**src/rtl/ps2_pkg.sv**
```systemverilog
// ----------------------------------------------------------------------------
// ps2_pkg
// Shared definitions for the PS/2 host transmitter and the PS/2 line filter.
//   - tx_state_e      : host-to-device frame sequencer state encoding
//   - timing units    : INHIBIT length (us), global timeout (ms), per-bit
//                       timeout (ms), turned into clock cycles by the helper
//                       functions below from the system clock in kHz
//   - edge indices    : falling-edge numbers inside a host-to-device frame
//   - odd_parity()    : PS/2 parity bit for a data byte
// ----------------------------------------------------------------------------
package ps2_pkg;

  typedef enum logic [2:0] {
    ST_IDLE      = 3'd0,
    ST_INHIBIT   = 3'd1,
    ST_REQ       = 3'd2,
    ST_SHIFT     = 3'd3,
    ST_ACK       = 3'd4,
    ST_WAIT_IDLE = 3'd5
  } tx_state_e;

  // Clock-low inhibit before a request-to-send, in microseconds
  localparam int INHIBIT_US     = 32'd100;
  // Whole-frame watchdog limit, in milliseconds
  localparam int TIMEOUT_MS     = 32'd15;
  // Limit between two device clock edges, in milliseconds
  localparam int BIT_TIMEOUT_MS = 32'd2;
  localparam int US_PER_MS      = 32'd1000;
  // The INHIBIT sequencer needs a "last cycle" and a "one before last" cycle
  localparam int MIN_INHIBIT    = 32'd2;

  // Falling-edge indices within a host-to-device frame
  localparam logic [3:0] EDGE_START  = 4'd0;
  localparam logic [3:0] EDGE_PARITY = 4'd9;
  localparam logic [3:0] EDGE_STOP   = 4'd10;
  localparam logic [3:0] EDGE_ACK    = 4'd11;

  function automatic int inhibit_cycles(input int clk_khz);
    int n;
    n = (clk_khz * INHIBIT_US) / US_PER_MS;
    return (n < MIN_INHIBIT) ? MIN_INHIBIT : n;
  endfunction

  function automatic int timeout_cycles(input int clk_khz);
    return clk_khz * TIMEOUT_MS;
  endfunction

  function automatic int bit_timeout_cycles(input int clk_khz);
    return clk_khz * BIT_TIMEOUT_MS;
  endfunction

  // PS/2 uses odd parity: the parity bit makes the count of ones odd
  function automatic logic odd_parity(input logic [7:0] d);
    return ~^d;
  endfunction

endpackage

```
**src/rtl/ps2_line_filter.sv**
```systemverilog
// ----------------------------------------------------------------------------
// ps2_line_filter
// Conditions one raw PS/2 line (clock or data) for use in the clk domain:
// two-flop synchroniser, then a glitch filter that accepts a new level only
// after FILT_LEN consecutive synchronised samples agree on it, then a
// falling-edge detector on the filtered level.
//
// Parameters:
//   FILT_LEN : consecutive equal samples needed to accept a level change
// Ports:
//   clk      : system clock
//   rst      : synchronous active-high reset (filtered level returns to 1)
//   line_in  : raw, asynchronous line level
//   filt     : filtered line level
//   fall     : one-cycle pulse in the first cycle filt reads 0 after a 1
// ----------------------------------------------------------------------------
module ps2_line_filter #(
  parameter int FILT_LEN = 8
) (
  input  logic clk,
  input  logic rst,
  input  logic line_in,
  output logic filt,
  output logic fall
);

  localparam int CW = (FILT_LEN > 1) ? $clog2(FILT_LEN) : 1;
  localparam logic [CW-1:0] CNT_LAST = CW'(FILT_LEN - 1);

  logic          sync1_r;
  logic          sync2_r;
  logic          filt_r;
  logic          fall_r;
  logic [CW-1:0] cnt_r;

  // Two-flop synchroniser; resets high like a released open-drain line
  always_ff @(posedge clk) begin
    if (rst) begin
      sync1_r <= 1'b1;
      sync2_r <= 1'b1;
    end else begin
      sync1_r <= line_in;
      sync2_r <= sync1_r;
    end
  end

  // Glitch filter: count consecutive samples that disagree with the held level
  always_ff @(posedge clk) begin
    if (rst) begin
      filt_r <= 1'b1;
      fall_r <= 1'b0;
      cnt_r  <= {CW{1'b0}};
    end else begin
      fall_r <= 1'b0;
      if (sync2_r == filt_r) begin
        cnt_r <= {CW{1'b0}};
      end else if (cnt_r == CNT_LAST) begin
        // The level flips now; a 1->0 flip is reported in the same cycle
        filt_r <= sync2_r;
        fall_r <= filt_r;
        cnt_r  <= {CW{1'b0}};
      end else begin
        cnt_r <= cnt_r + CW'(1'b1);
      end
    end
  end

  assign filt = filt_r;
  assign fall = fall_r;

endmodule

```
**src/rtl/ps2_host_tx.sv**
```systemverilog
// ----------------------------------------------------------------------------
// ps2_host_tx
// Host-to-device PS/2 transmitter. On an accepted tx_start the block inhibits
// the bus (clock low for 100 us), issues a request-to-send (data low, clock
// released), shifts out 8 data bits LSB first plus odd parity on the device's
// falling clock edges, releases data for the stop bit, samples the device ACK
// on edge 11 and waits for the bus to go idle before reporting the result.
//
// Build option:
//   PS2_HOST_TX_TIMEOUT_EN : adds a watchdog (15 ms per frame, 2 ms between
//                            device clock edges) that aborts the frame and
//                            pulses tmo_err. Without it tmo_err is tied low
//                            and the block waits for the device forever.
//
// Parameters:
//   CLK_KHZ    : system clock frequency in kHz, all timing derives from it
//   FILT_LEN   : glitch filter length used on both PS/2 lines
// Ports:
//   clk        : system clock
//   rst        : synchronous active-high reset
//   tx_data    : byte to send, captured in the tx_start cycle
//   tx_start   : one-cycle send request, honoured only while idle
//   clkps2_in  : raw PS/2 clock line level
//   dataps2_in : raw PS/2 data line level
//   clkps2_oe  : 1 pulls the PS/2 clock line low
//   dataps2_oe : 1 pulls the PS/2 data line low
//   busy       : high from the cycle after accept until back in IDLE
//   done       : one-cycle pulse, frame acknowledged by the device
//   ack_err    : one-cycle pulse, device did not acknowledge
//   tmo_err    : one-cycle pulse, watchdog expired (timeout build only)
// ----------------------------------------------------------------------------
module ps2_host_tx #(
  parameter int CLK_KHZ  = 12000,
  parameter int FILT_LEN = 8
) (
  input  logic       clk,
  input  logic       rst,
  input  logic [7:0] tx_data,
  input  logic       tx_start,
  input  logic       clkps2_in,
  input  logic       dataps2_in,
  output logic       clkps2_oe,
  output logic       dataps2_oe,
  output logic       busy,
  output logic       done,
  output logic       ack_err,
  output logic       tmo_err
);

  import ps2_pkg::*;

  localparam int INH_CYC = inhibit_cycles(CLK_KHZ);
  localparam int INH_W   = $clog2(INH_CYC);
  localparam logic [INH_W-1:0] INH_LAST = INH_W'(INH_CYC - 1);
  localparam logic [INH_W-1:0] INH_PRE  = INH_W'(INH_CYC - 2);

  tx_state_e        state_r;
  logic [INH_W-1:0] inh_tmr_r;
  logic [3:0]       edge_cnt_r;
  // {parity, data}; bit 0 is the next bit to put on the line
  logic [8:0]       frame_r;
  logic             nack_r;
  logic             clk_oe_r;
  logic             data_oe_r;
  logic             busy_r;
  logic             done_r;
  logic             ack_err_r;

  logic             clk_filt_s;
  logic             clk_fall_s;
  logic             data_filt_s;
  logic             data_fall_unused_s;

  ps2_line_filter #(
    .FILT_LEN (FILT_LEN)
  ) u_clk_filt (
    .clk     (clk),
    .rst     (rst),
    .line_in (clkps2_in),
    .filt    (clk_filt_s),
    .fall    (clk_fall_s)
  );

  ps2_line_filter #(
    .FILT_LEN (FILT_LEN)
  ) u_data_filt (
    .clk     (clk),
    .rst     (rst),
    .line_in (dataps2_in),
    .filt    (data_filt_s),
    .fall    (data_fall_unused_s)
  );

`ifdef PS2_HOST_TX_TIMEOUT_EN
  localparam int TOT_CYC = timeout_cycles(CLK_KHZ);
  localparam int BIT_CYC = bit_timeout_cycles(CLK_KHZ);
  localparam int TOT_W   = $clog2(TOT_CYC);
  localparam int BIT_W   = $clog2(BIT_CYC);
  localparam logic [TOT_W-1:0] TOT_LAST = TOT_W'(TOT_CYC - 1);
  localparam logic [BIT_W-1:0] BIT_LAST = BIT_W'(BIT_CYC - 1);

  logic [TOT_W-1:0] tot_tmr_r;
  logic [BIT_W-1:0] bit_tmr_r;
  logic             wd_run_s;
  logic             tmo_hit_s;
  logic             tmo_err_r;

  // Watchdog is armed only while waiting on the device
  always_comb begin
    wd_run_s = 1'b0;
    case (state_r)
      ST_REQ, ST_SHIFT, ST_ACK, ST_WAIT_IDLE: wd_run_s = 1'b1;
      default:                                wd_run_s = 1'b0;
    endcase
    tmo_hit_s = wd_run_s && ((tot_tmr_r == TOT_LAST) || (bit_tmr_r == BIT_LAST));
  end

  // Frame and per-bit timers; both start from zero when INHIBIT ends
  always_ff @(posedge clk) begin
    if (rst) begin
      tot_tmr_r <= {TOT_W{1'b0}};
      bit_tmr_r <= {BIT_W{1'b0}};
    end else if (!wd_run_s) begin
      tot_tmr_r <= {TOT_W{1'b0}};
      bit_tmr_r <= {BIT_W{1'b0}};
    end else begin
      tot_tmr_r <= tot_tmr_r + TOT_W'(1'b1);
      if (clk_fall_s) begin
        bit_tmr_r <= {BIT_W{1'b0}};
      end else begin
        bit_tmr_r <= bit_tmr_r + BIT_W'(1'b1);
      end
    end
  end

  assign tmo_err = tmo_err_r;
`else
  assign tmo_err = 1'b0;
`endif

  // Frame sequencer: drives both lines, counts device edges, reports results
  always_ff @(posedge clk) begin
    if (rst) begin
      state_r    <= ST_IDLE;
      inh_tmr_r  <= {INH_W{1'b0}};
      edge_cnt_r <= EDGE_START;
      frame_r    <= 9'd0;
      nack_r     <= 1'b0;
      clk_oe_r   <= 1'b0;
      data_oe_r  <= 1'b0;
      busy_r     <= 1'b0;
      done_r     <= 1'b0;
      ack_err_r  <= 1'b0;
`ifdef PS2_HOST_TX_TIMEOUT_EN
      tmo_err_r  <= 1'b0;
`endif
    end else begin
      done_r    <= 1'b0;
      ack_err_r <= 1'b0;
`ifdef PS2_HOST_TX_TIMEOUT_EN
      tmo_err_r <= 1'b0;
      // Watchdog abort overrides whatever the sequencer would do this cycle
      if (tmo_hit_s) begin
        state_r   <= ST_IDLE;
        clk_oe_r  <= 1'b0;
        data_oe_r <= 1'b0;
        busy_r    <= 1'b0;
        tmo_err_r <= 1'b1;
      end else
`endif
      begin
        case (state_r)
          ST_IDLE: begin
            if (tx_start) begin
              state_r    <= ST_INHIBIT;
              inh_tmr_r  <= {INH_W{1'b0}};
              edge_cnt_r <= EDGE_START;
              frame_r    <= {odd_parity(tx_data), tx_data};
              nack_r     <= 1'b0;
              clk_oe_r   <= 1'b1;
              busy_r     <= 1'b1;
            end
          end

          ST_INHIBIT: begin
            inh_tmr_r <= inh_tmr_r + INH_W'(1'b1);
            // Start bit goes out one cycle before the clock is released
            if (inh_tmr_r == INH_PRE) begin
              data_oe_r <= 1'b1;
            end
            if (inh_tmr_r == INH_LAST) begin
              state_r  <= ST_REQ;
              clk_oe_r <= 1'b0;
            end
          end

          // REQ and SHIFT differ only in name: the first edge leaves REQ
          ST_REQ, ST_SHIFT: begin
            if (clk_fall_s) begin
              edge_cnt_r <= edge_cnt_r + 4'd1;
              if ((edge_cnt_r + 4'd1) == EDGE_STOP) begin
                data_oe_r <= 1'b0;
                state_r   <= ST_ACK;
              end else begin
                data_oe_r <= ~frame_r[0];
                frame_r   <= {1'b0, frame_r[8:1]};
                state_r   <= ST_SHIFT;
              end
            end
          end

          ST_ACK: begin
            if (clk_fall_s) begin
              edge_cnt_r <= EDGE_ACK;
              nack_r     <= data_filt_s;
              state_r    <= ST_WAIT_IDLE;
            end
          end

          // Further device edges are ignored; only an idle bus ends the frame
          ST_WAIT_IDLE: begin
            if (clk_filt_s && data_filt_s) begin
              state_r   <= ST_IDLE;
              busy_r    <= 1'b0;
              done_r    <= ~nack_r;
              ack_err_r <= nack_r;
            end
          end

          default: begin
            state_r   <= ST_IDLE;
            clk_oe_r  <= 1'b0;
            data_oe_r <= 1'b0;
            busy_r    <= 1'b0;
          end
        endcase
      end
    end
  end

  assign clkps2_oe  = clk_oe_r;
  assign dataps2_oe = data_oe_r;
  assign busy       = busy_r;
  assign done       = done_r;
  assign ack_err    = ack_err_r;

endmodule

```
**config.mk**
```make
export PLATFORM = sky130hd
export DESIGN_NAME = ps2_host_tx
export DESIGN_NICKNAME = d
export VERILOG_FILES = /design/src/rtl/ps2_pkg.sv /design/src/rtl/ps2_line_filter.sv /design/src/rtl/ps2_host_tx.sv
export SDC_FILE = /design/constraint.sdc
export NUM_CORES = 1
export LEC_CHECK = 0
export CAP_MARGIN = 20
export CELL_PAD_IN_SITES_DETAIL_PLACEMENT = 0
export CELL_PAD_IN_SITES_GLOBAL_PLACEMENT = 1
export CORE_ASPECT_RATIO = 0.7
export CORE_MARGIN = 4
export CORE_UTILIZATION = 40
export DETAILED_ROUTE_END_ITERATION = 8
export PLACE_DENSITY_LB_ADDON = 0.25
export SLEW_MARGIN = 20
export SYNTH_ARGS = -nofsm -noshare
export SYNTH_HDL_FRONTEND = slang
export SYNTH_HIERARCHICAL = 1
export SYNTH_SLANG_ARGS = --single-unit
```
**constraint.sdc**
```tcl
create_clock -name clk -period 1.8 [get_ports clk]
set_clock_uncertainty 0.2 [all_clocks]
set_input_delay 0.45 -clock clk [delete_from_list [all_inputs] [get_ports clk]]
set_output_delay 0.45 -clock clk [all_outputs]
set_load 0.02 [all_outputs]
```
### Yosys cells after proc, flatten, opt, wreduce, memory -nomap -nowiden

Cells that the tools add are included.

* input bits: 13
* output and inout port bits: 6
* register bits after elaboration: 46

* reduce and logical (&&, ||, !) cells: 25
* bitwise operators: 10
* equality and inequality tests: 19
* mux-type cells: 29
* $add $sub $neg: 4

Operators by type and width (number)
* $mux 9: 3
* $eq 11x11->1 const B: 2
* $pmux 11 s2: 1
* $mux 3: 6
* $pmux 9 s2: 1
* $pmux 3 s5: 1
* $reduce_or 3->1: 5
* $eq 3x3->1 const B: 4
* $mux 4: 3
* $pmux 4 s3: 1
* $reduce_and 3->1: 4
* $add 11x1->11 const B: 1
* $mux 11: 1
* $ne 2x2->1 const B: 5
* $not 1->1: 10
* $pmux 1 s3: 3
* $mux 1: 8
* $reduce_and 4->1: 2
* $reduce_or 4->1: 2
* $reduce_xnor 8->1: 1
* $add 3x1->3 const B: 2
* $eq 3x2->1 const B: 2
* $reduce_and 2->1: 3
* $reduce_bool 2->1: 3
* other kinds (11): 13

### Depth between registers and ports, before layout

Gate-level depths: netlist of run 1.

* depth in word-level cells: 5
* mapped depth: 6
* depth with buffers taken out: 6

### Hierarchy

The synthesis of run 1 kept the hierarchy.

Modules (own cells, without submodules)
* ps2_host_tx: area each 1941.9 µm², cells each 222, instances 1
* ps2_line_filter: area each 239.0 µm², cells each 18, instances 2

### Worst setup path after synthesis of run 1

No wires, ideal clock.

* path type: register to register
* start point: reg edge_cnt_r[0]
* end point: reg frame_r[0]
* arrival: 1629 ps
* clock period less this slack: 1950 ps
* path slack: -150 ps
* setup time: 121 ps
* cell stages (with the launch flop): 6
* buffers on the path: 0
* cell sequence: dfxtp_1 > ha_1 > nor2b_1 > nand3b_1 > o31ai_4 > mux2_2

* word-level cells in the longest chain between the ends: 4

RTL lines
* start, declared: line ps2_host_tx.sv:59 `logic [3:0] edge_cnt_r;`
* start signal, assigned: line ps2_host_tx.sv:200 `edge_cnt_r <= edge_cnt_r + 4'd1;`
* $add 4x1->4: line ps2_host_tx.sv:201 `if ((edge_cnt_r + 4'd1) == EDGE_STOP) begin`
* $eq 4x4->1: line ps2_host_tx.sv:201
* $ne 2x2->1 (no line)
* $reduce_and 4->1 (no line)
* end signal, assigned: line ps2_host_tx.sv:178 `frame_r <= {odd_parity(tx_data), tx_data};`
* end signal, assigned: line ps2_host_tx.sv:206 `frame_r <= {1'b0, frame_r[8:1]};`
* end, declared: line ps2_host_tx.sv:61 `logic [8:0] frame_r;`

Every way passes these cells.
A chain may end at the register's enable or synchronous reset.

### Worst setup path in the final report of run 1

* start point: reg edge_cnt_r[1]
* end point: reg frame_r[6]

Same word-level chain as after synthesis.

==> summary.txt, run 1 <==
Placement
  – Placed cell areas: 0.00289 mm2
  – Placed cell count: around 370
  – Gp weighted congestion: approximately 0.8
  – IO Port Bufs: 17
  – Placed wire-length estimate: 3800 um

Clocking
  – CTS Buffer Depth: 2
  – Clk_lat worst skew: 0.30 ns
  – H-tree level count: 2
  – Clk root buf: clkbuf_8
  – CTS Sinks: between 40 and 50
  – CTS hold repair buffers: 0
  – Clock Pin Slew Worst Setup and Hold Paths: ~0.080 ns
  – CTS tree: done
  – CTS Buf Count: 5

STA
  – Final Hold Vio Count: 0
  – Final clock period utilization by the worst path: 106%
  – Setup Viol. Count Final: 9
  – Fin worst setup slack: -0.105 ns
  – RSZ-0062 raised after global routing: yes
  – Period minus WS final: between 1.5 and 2 ns
  – Max Freq: approximately 520 MHz
  – Count of pins over their slew limit: 0

Drt
  – Detail Route Antenna Nets: 0
  – Total Wirelength: around 5500 um
  – Vias per cell: around 5.3
  – DR iter-0 viols: approximately 120
  – 1st-pass router iterations: 4
  – Via count: between 2000 and 2500
  – Residual DRC: 0
  – DR WL/cell: 14.1 um

Floorplanning
  – Die height: about 73 um
  – Io pins: 19
  – Starting Density: 41.5%
  – Core area: roughly 0.0058 mm2
  – Rows: 23
  – Die Width: between 100 and 150 um
  – Die ar.: approximately 0.0073 mm2

Worst setup path
  – Critical Path End Type: flop
  – WS Path Type: flop to flop
  – Reg-to-Reg Start: edge_cnt_r[1]
  – Critical path fanouts, max: 4
  – WP data required: approximately 1.8 ns
  – Critical path arrival: about 1.9 ns
  – Crit path from: edge_cnt_r[1]
  – CP startpoint kind: flop

Pwr
  – Power density cells: between 1000 and 1500 mW/mm2
  – Fraction of power consumed by sequential logic: about a third
  – Final Power: around 3600 uW
  – Net Sw Frac: 35.2%
  – Maximum VDD drop: 0.000568 V
  – Gate power share: 47.6%
  – Switch Pwr: 1250 uW
  – LEAKAGE: about 0.0014 uW
  – Clock power share: between 10% and 20%
  – Internal power: between 2000 and 2500 uW

Global routing
  – GRT Total Usage: between 15 and 20%
  – First-pass GRT wire length: between 9000 and 10000 um
  – Gr ovfl total: 0
  – Vias in the first global route: roughly 1900
  – Initial antenna violation count: 0
  – Pin count of the biggest net entering global routing: 22

Outcome
  – Status: finished with violations
  – Failing checks: setup timing

Synthesis
  – Cell count after synthesis: approximately 260
  – Synth Area per Inst: about 9.3 um2
  – Synth warn: 6
  – Mapped Area: approximately 0.0024 mm2
  – Syn_nets: between 200 and 300

Cells and area
  – Layout Cells excl Fill: 390
  – Area delta synth->final: 37.8%
  – Final instance area: roughly 0.0033 mm2
  – Layout cells sized above 1: between 30% and 40%
  – Antenna cells: 0
  – Fillers: 518
  – Nets@finish: about 340

Job
  – Number of max-cap violations: 0

Worst hold path
  – Worst min-delay path class: flop to flop
  – Min-delay src: u_data_filt/sync1_r
cells in the final DEF (no fill, tap or decap), drive strengths merged, types with 2 or more instances in the layout:
cell,count
nor4,8
nor4bb,2
a31oi,4
a21boi,2
or2,4
dfxtp,46
nor3b,2
a21oi,10
nor2b,12
ha,8
mux2i,10
clkbuf,6
nand4,3
a211o,2
or3b,2
dlygate4sd2,5
nor4b,5
o41ai,2
inv,8
nand3b,3
nand2b,5
mux2,13
buf,45
nor2,31
xnor2,9
clkinv,2
o21ai,6
a311oi,2
clkdlybuf4s50,10
a211oi,7
o31ai,3
nand2,12
nor3,3
nand3,6
sequential cells by signal, indices dropped and copies added, names as in the netlist:
signal,cells
u_data_filt/sync1_r,1
u_clk_filt/fall,1
done,1
u_data_filt/filt,1
nack_r,1
ack_err,1
busy,1
u_data_filt/sync2_r,1
u_data_filt/cnt_r,3
u_clk_filt/sync1_r,1
u_clk_filt/filt,1
u_clk_filt/sync2_r,1
inh_tmr_r,11
dataps2_oe,1
state_r,3
frame_r,9
u_clk_filt/cnt_r,3
clkps2_oe,1
edge_cnt_r,4
layer usage:
metal	global-route usage, %	vias up	share of wire (%)
met1	24.5	980	55
met3	3.63	2	4.6
li1	-	1044	-
met5	0	-	0
met4	4.19	0	0.53
met2	21.9	34	39
what timing repair did:
item	4_1_cts	5_1_grt
gates cloned	1	0
setup endpoints to repair	29	23
pin swaps	7	15
buffers inserted	8	1
resized for setup	32	32
endpoints found under the hold margin	0	0
worst paths after layout:
check / end / slack, ns / depth (start not counted)
setup reg to reg: frame_r[6] / -0.11 / 6
setup / recovery: frame_r[6] / -0.11 / 6
hold / removal: u_data_filt/sync2_r / 0.21 / 1
hold reg to reg: u_data_filt/sync2_r / 0.21 / 1
final cells by class:
cell class	count	area [um2]	share of cell area [%]
multi-input combinational	192	1630	49.5
sequential	46	932	28.3
timing repair buffer	61	519	15.8
tap	75	93.8	2.85
clock buffer	6	72.6	2.21
inverter	8	30.0	0.913
clock inverter	2	13.8	0.418
power groups by stage:
stage | Combinational (uW) | Sequential (uW) | Clock [uW]
after floorplan | 793 | 1260 | 0
after CTS | 1570 | 1230 | 654
final | 1690 | 1240 | 626
after detailed placement | 1370 | 1240 | 0
after global placement | 1370 | 1230 | 0
after global routing | 1850 | 1260 | 699
worst max-delay path, cell delays in order (launching register included):
cell      delay, ns
dfxtp_2        0.35
ha_4           0.17
nor2b_4        0.12
nand3b_1       0.16
buf_6          0.14
o31ai_4        0.30
mux2_2         0.37
through the flow:
| stage | setup slack, ns | TNS, ns | hold slack (ns) | utilization (%) |
|---|---|---|---|---|
| final | -0.105 | -0.756 | 0.212 | 57.2 |
| after floorplan | -0.0925 | -0.695 | 0.189 | - |
| after global placement | -0.594 | -11.07 | 0.192 | 50.3 |
| after CTS | -0.162 | -1.15 | 0.214 | 54.4 |
| after global routing | -0.153 | -1.25 | 0.242 | 57.2 |
| after detailed placement | -0.601 | -11.33 | 0.193 | 50.3 |
(Power assumes the default switching activity.)
==> run 2, diff against run 1 <==
- ABC_CLOCK_PERIOD_IN_PS: not set -> 1800
- HOLD_SLACK_MARGIN: not set -> 0.03
==> results of run 2 <==
Final layout, timing and power as in run 1 (identical DEF).
==> run 3, diff against run 2 <==
- ABC_CLOCK_PERIOD_IN_PS: 1800 -> 1950
- CORE_UTILIZATION: 40 -> 45
- clock period: 1.8 -> 1.95 ns (I/O delays scaled with it)
==> run 3 against run 2 <==
  * The flow now finishes without violations
  * Register-to-register slack improved by 0.14 ns
  * Combinational power fell by 21%
  * Utilization rose by 4.9 points
  * Global-route usage rose by 2.2 points
  * Sequential power fell by 7%
  * Worst setup slack improved by 0.14 ns
  * Non-clock buffer count fell by 6
  * Via count fell by 2.2%
  * Critical path type unchanged
  * Highest routed layer unchanged
==> summary.txt, run 3 (synthesized netlist as in run 1, its figures left out) <==
Worst setup path
  – Critical Path End Type: flop
  – Critical path fanouts, max: 10 (+6)
  – Critical path arrival: 1.91 ns (+0.02 ns)
  – WS Path Type: flop to flop
  – WP data required: 1.95 ns (+0.16 ns)
  – CP startpoint kind: flop

Cells and area
  – Max FFs per register: 11 (unchanged)
  – Nets@finish: 329 (-1.8%)
  – Most common cell after layout, fill and taps aside: dfxtp_1
  – Area delta synth->final: 28.5%
  – Final instance area: 0.00307 mm2 (-6.8%)
  – Antenna cells: 0 (unchanged)
  – Util after Layout: 62.1% (+4.9 points)
  – Largest registers: inh_tmr_r (11), frame_r (9), edge_cnt_r (4)
  – Layout cells sized above 1: 26.9% (-8.1 points)
  – Layout Cells excl Fill: 378 (-3.1%)
  – Most frequent cells in the layout: 43 x dfxtp_1, 34 x buf_4, 31 x nor2_1, 12 x nand2_1
  – Largest Register: inh_tmr_r

Global routing
  – Pin count of the biggest net entering global routing: 22 (unchanged)
  – First-pass GRT wire length: 9080 um (-2.2%)
  – Initial antenna violation count: 0 (unchanged)
  – Gr ovfl total: 0 (unchanged)
  – GRT Total Usage: 18.1% (+2.2 points)
  – Vias in the first global route: 1792 (-8.0%)

STA
  – Count of pins over their slew limit: 0 (unchanged)
  – Max Freq: 523 MHz (-0.39%)
  – Fin worst setup slack: 0.0376 ns (+0.143 ns)
  – Final Hold Vio Count: 0 (unchanged)
  – Final clock period utilization by the worst path: 98.1% (-7.8 points)
  – Setup Viol. Count Final: 0 (-9)
  – Period minus WS final: 1.91 ns (+0.00740 ns)

Clocking
  – CTS hold repair buffers: 0 (unchanged)
  – Clk_lat worst skew: 0.31 ns (about the same)
  – CTS tree: done
  – CTS Sinks: 46 (unchanged)
  – CTS Buffer Depth: 2 (unchanged)
  – Clock Pin Slew Worst Setup and Hold Paths: 0.09 ns (about the same)
  – H-tree level count: 2 (unchanged)
  – CTS Buf Count: 5 (unchanged)
  – Clk root buf: clkbuf_8

Drt
  – Residual DRC: 0 (unchanged)
  – Vias per cell: 5.33 (+0.92%)
  – DR WL/cell: 14.6 um (+3.6%)
  – Detail Route Antenna Nets: 0 (unchanged)
  – DR iter-0 viols: 106 (-10%)
  – 1st-pass router iterations: 4 (unchanged)
  – Total Wirelength: 5540 um (+0.45%)
  – Via count: 2015 (-2.2%)

Pwr
  – LEAKAGE: 0.00124 uW (-8.2%)
  – Internal power: 2040 uW (-12%)
  – Switch Pwr: 1070 uW (-14%)
  – Power density cells: 1010 mW/mm2 (-6.4%)
  – Fraction of power consumed by sequential logic: 36.9% (+2.0 points)
  – Gate power share: 42.9% (-4.7 points)
  – Maximum VDD drop: 0.000414 V (-27%)
  – Net Sw Frac: 34.5% (-0.67 points)
  – Clock power share: 20.2% (+2.6 points)

Placement
  – IO Port Bufs: 17 (unchanged)
  – Placed wire-length estimate: 3870 um (+1.7%)
  – Gp weighted congestion: 0.879 (+9.8%)
  – Placed cell areas: 0.00282 mm2 (-2.6%)
  – Placed cell count: 364 (-2.4%)
  – Worst slack, placed: -0.440 ns (+0.162 ns)

Floorplanning
  – Rows: 21 (-8.7%)
  – Die Width: 95.1 um (-5.3%)
  – Die height: 68.9 um (-5.1%)
  – Die ar.: 0.00655 mm2 (-10%)
  – Io pins: 19 (unchanged)
  – Core area: 0.00494 mm2 (-14%)
  – Starting Density: 48.3% (+6.9 points)

Worst hold path
  – Worst min-delay path class: flop to flop

Outcome
  – Status: finished, final reports clean

Job
  – Number of max-cap violations: 0 (unchanged)
run 3: repair_timing:
item,4_1_cts,5_1_grt
gates resized for setup,20,10
pin swaps,5,5
setup buffers,3,2
setup endpoints to repair,17,14
cloned,1,0
endpoints found under the hold margin,0,0
run 3: through the flow:
| stage | TNS [ns] | total power, uW | hold WS, ns |
|---|---|---|---|
| after floorplan | 0 | 1880 | 0.189 |
| after global placement | -7.44 | 2290 | 0.192 |
| after detailed placement | -7.84 | 2300 | 0.198 |
| after CTS | -0.260 | 3040 | 0.219 |
| after global routing | -0.000931 | 3310 | 0.244 |
| final | 0 | 3110 | 0.217 |
run 3: final cells by class:
type	count	area [um2]
Timing Repair Buffer	55	463
Clock buffer	7	86.3
Tap cell	69	86.3
Sequential cell	46	927
Fill cell	450	1870
Clock inverter	1	8.76
Multi-Input combinational cell	192	1470
Inverter	8	30.0
run 3: worst max-delay path, stage by stage (launching register included):
cell and delay [ns]:
dfxtp_1 0.32, buf_4 0.16, or3b_4 0.42, a21oi_4 0.17
o31ai_4 0.09, buf_6 0.15, mux2_4 0.30
run 3: worst paths after layout:
kind	slack, ns	endpoint	cells past startpoint	start
setup / recovery	0.04	frame_r[5]	6	state_r[0]
setup reg to reg	0.04	frame_r[5]	6	state_r[0]
hold / removal	0.22	u_clk_filt/sync2_r	1	u_clk_filt/sync1_r
hold reg to reg	0.22	u_clk_filt/sync2_r	1	u_clk_filt/sync1_r
run 3: layer usage:
layer | GRT usage, % | vias to the layer above | part of all wire, %
li1 | - | 1032 | -
met3 | 3.69 | 9 | 3.3
met5 | 0 | - | 0
met2 | 24.5 | 30 | 41
met4 | 6.29 | 0 | 1.8
met1 | 27.7 | 944 | 54
run 3: power by group through the flow:
stage	sequential, uW	combinational, uW	clock (uW)
6_report	1150	1330	630
3_5_place_dp	1140	1150	0
3_3_place_gp	1140	1150	0
4_1_cts	1130	1260	646
5_1_grt	1160	1460	687
2_1_floorplan	1150	723	0
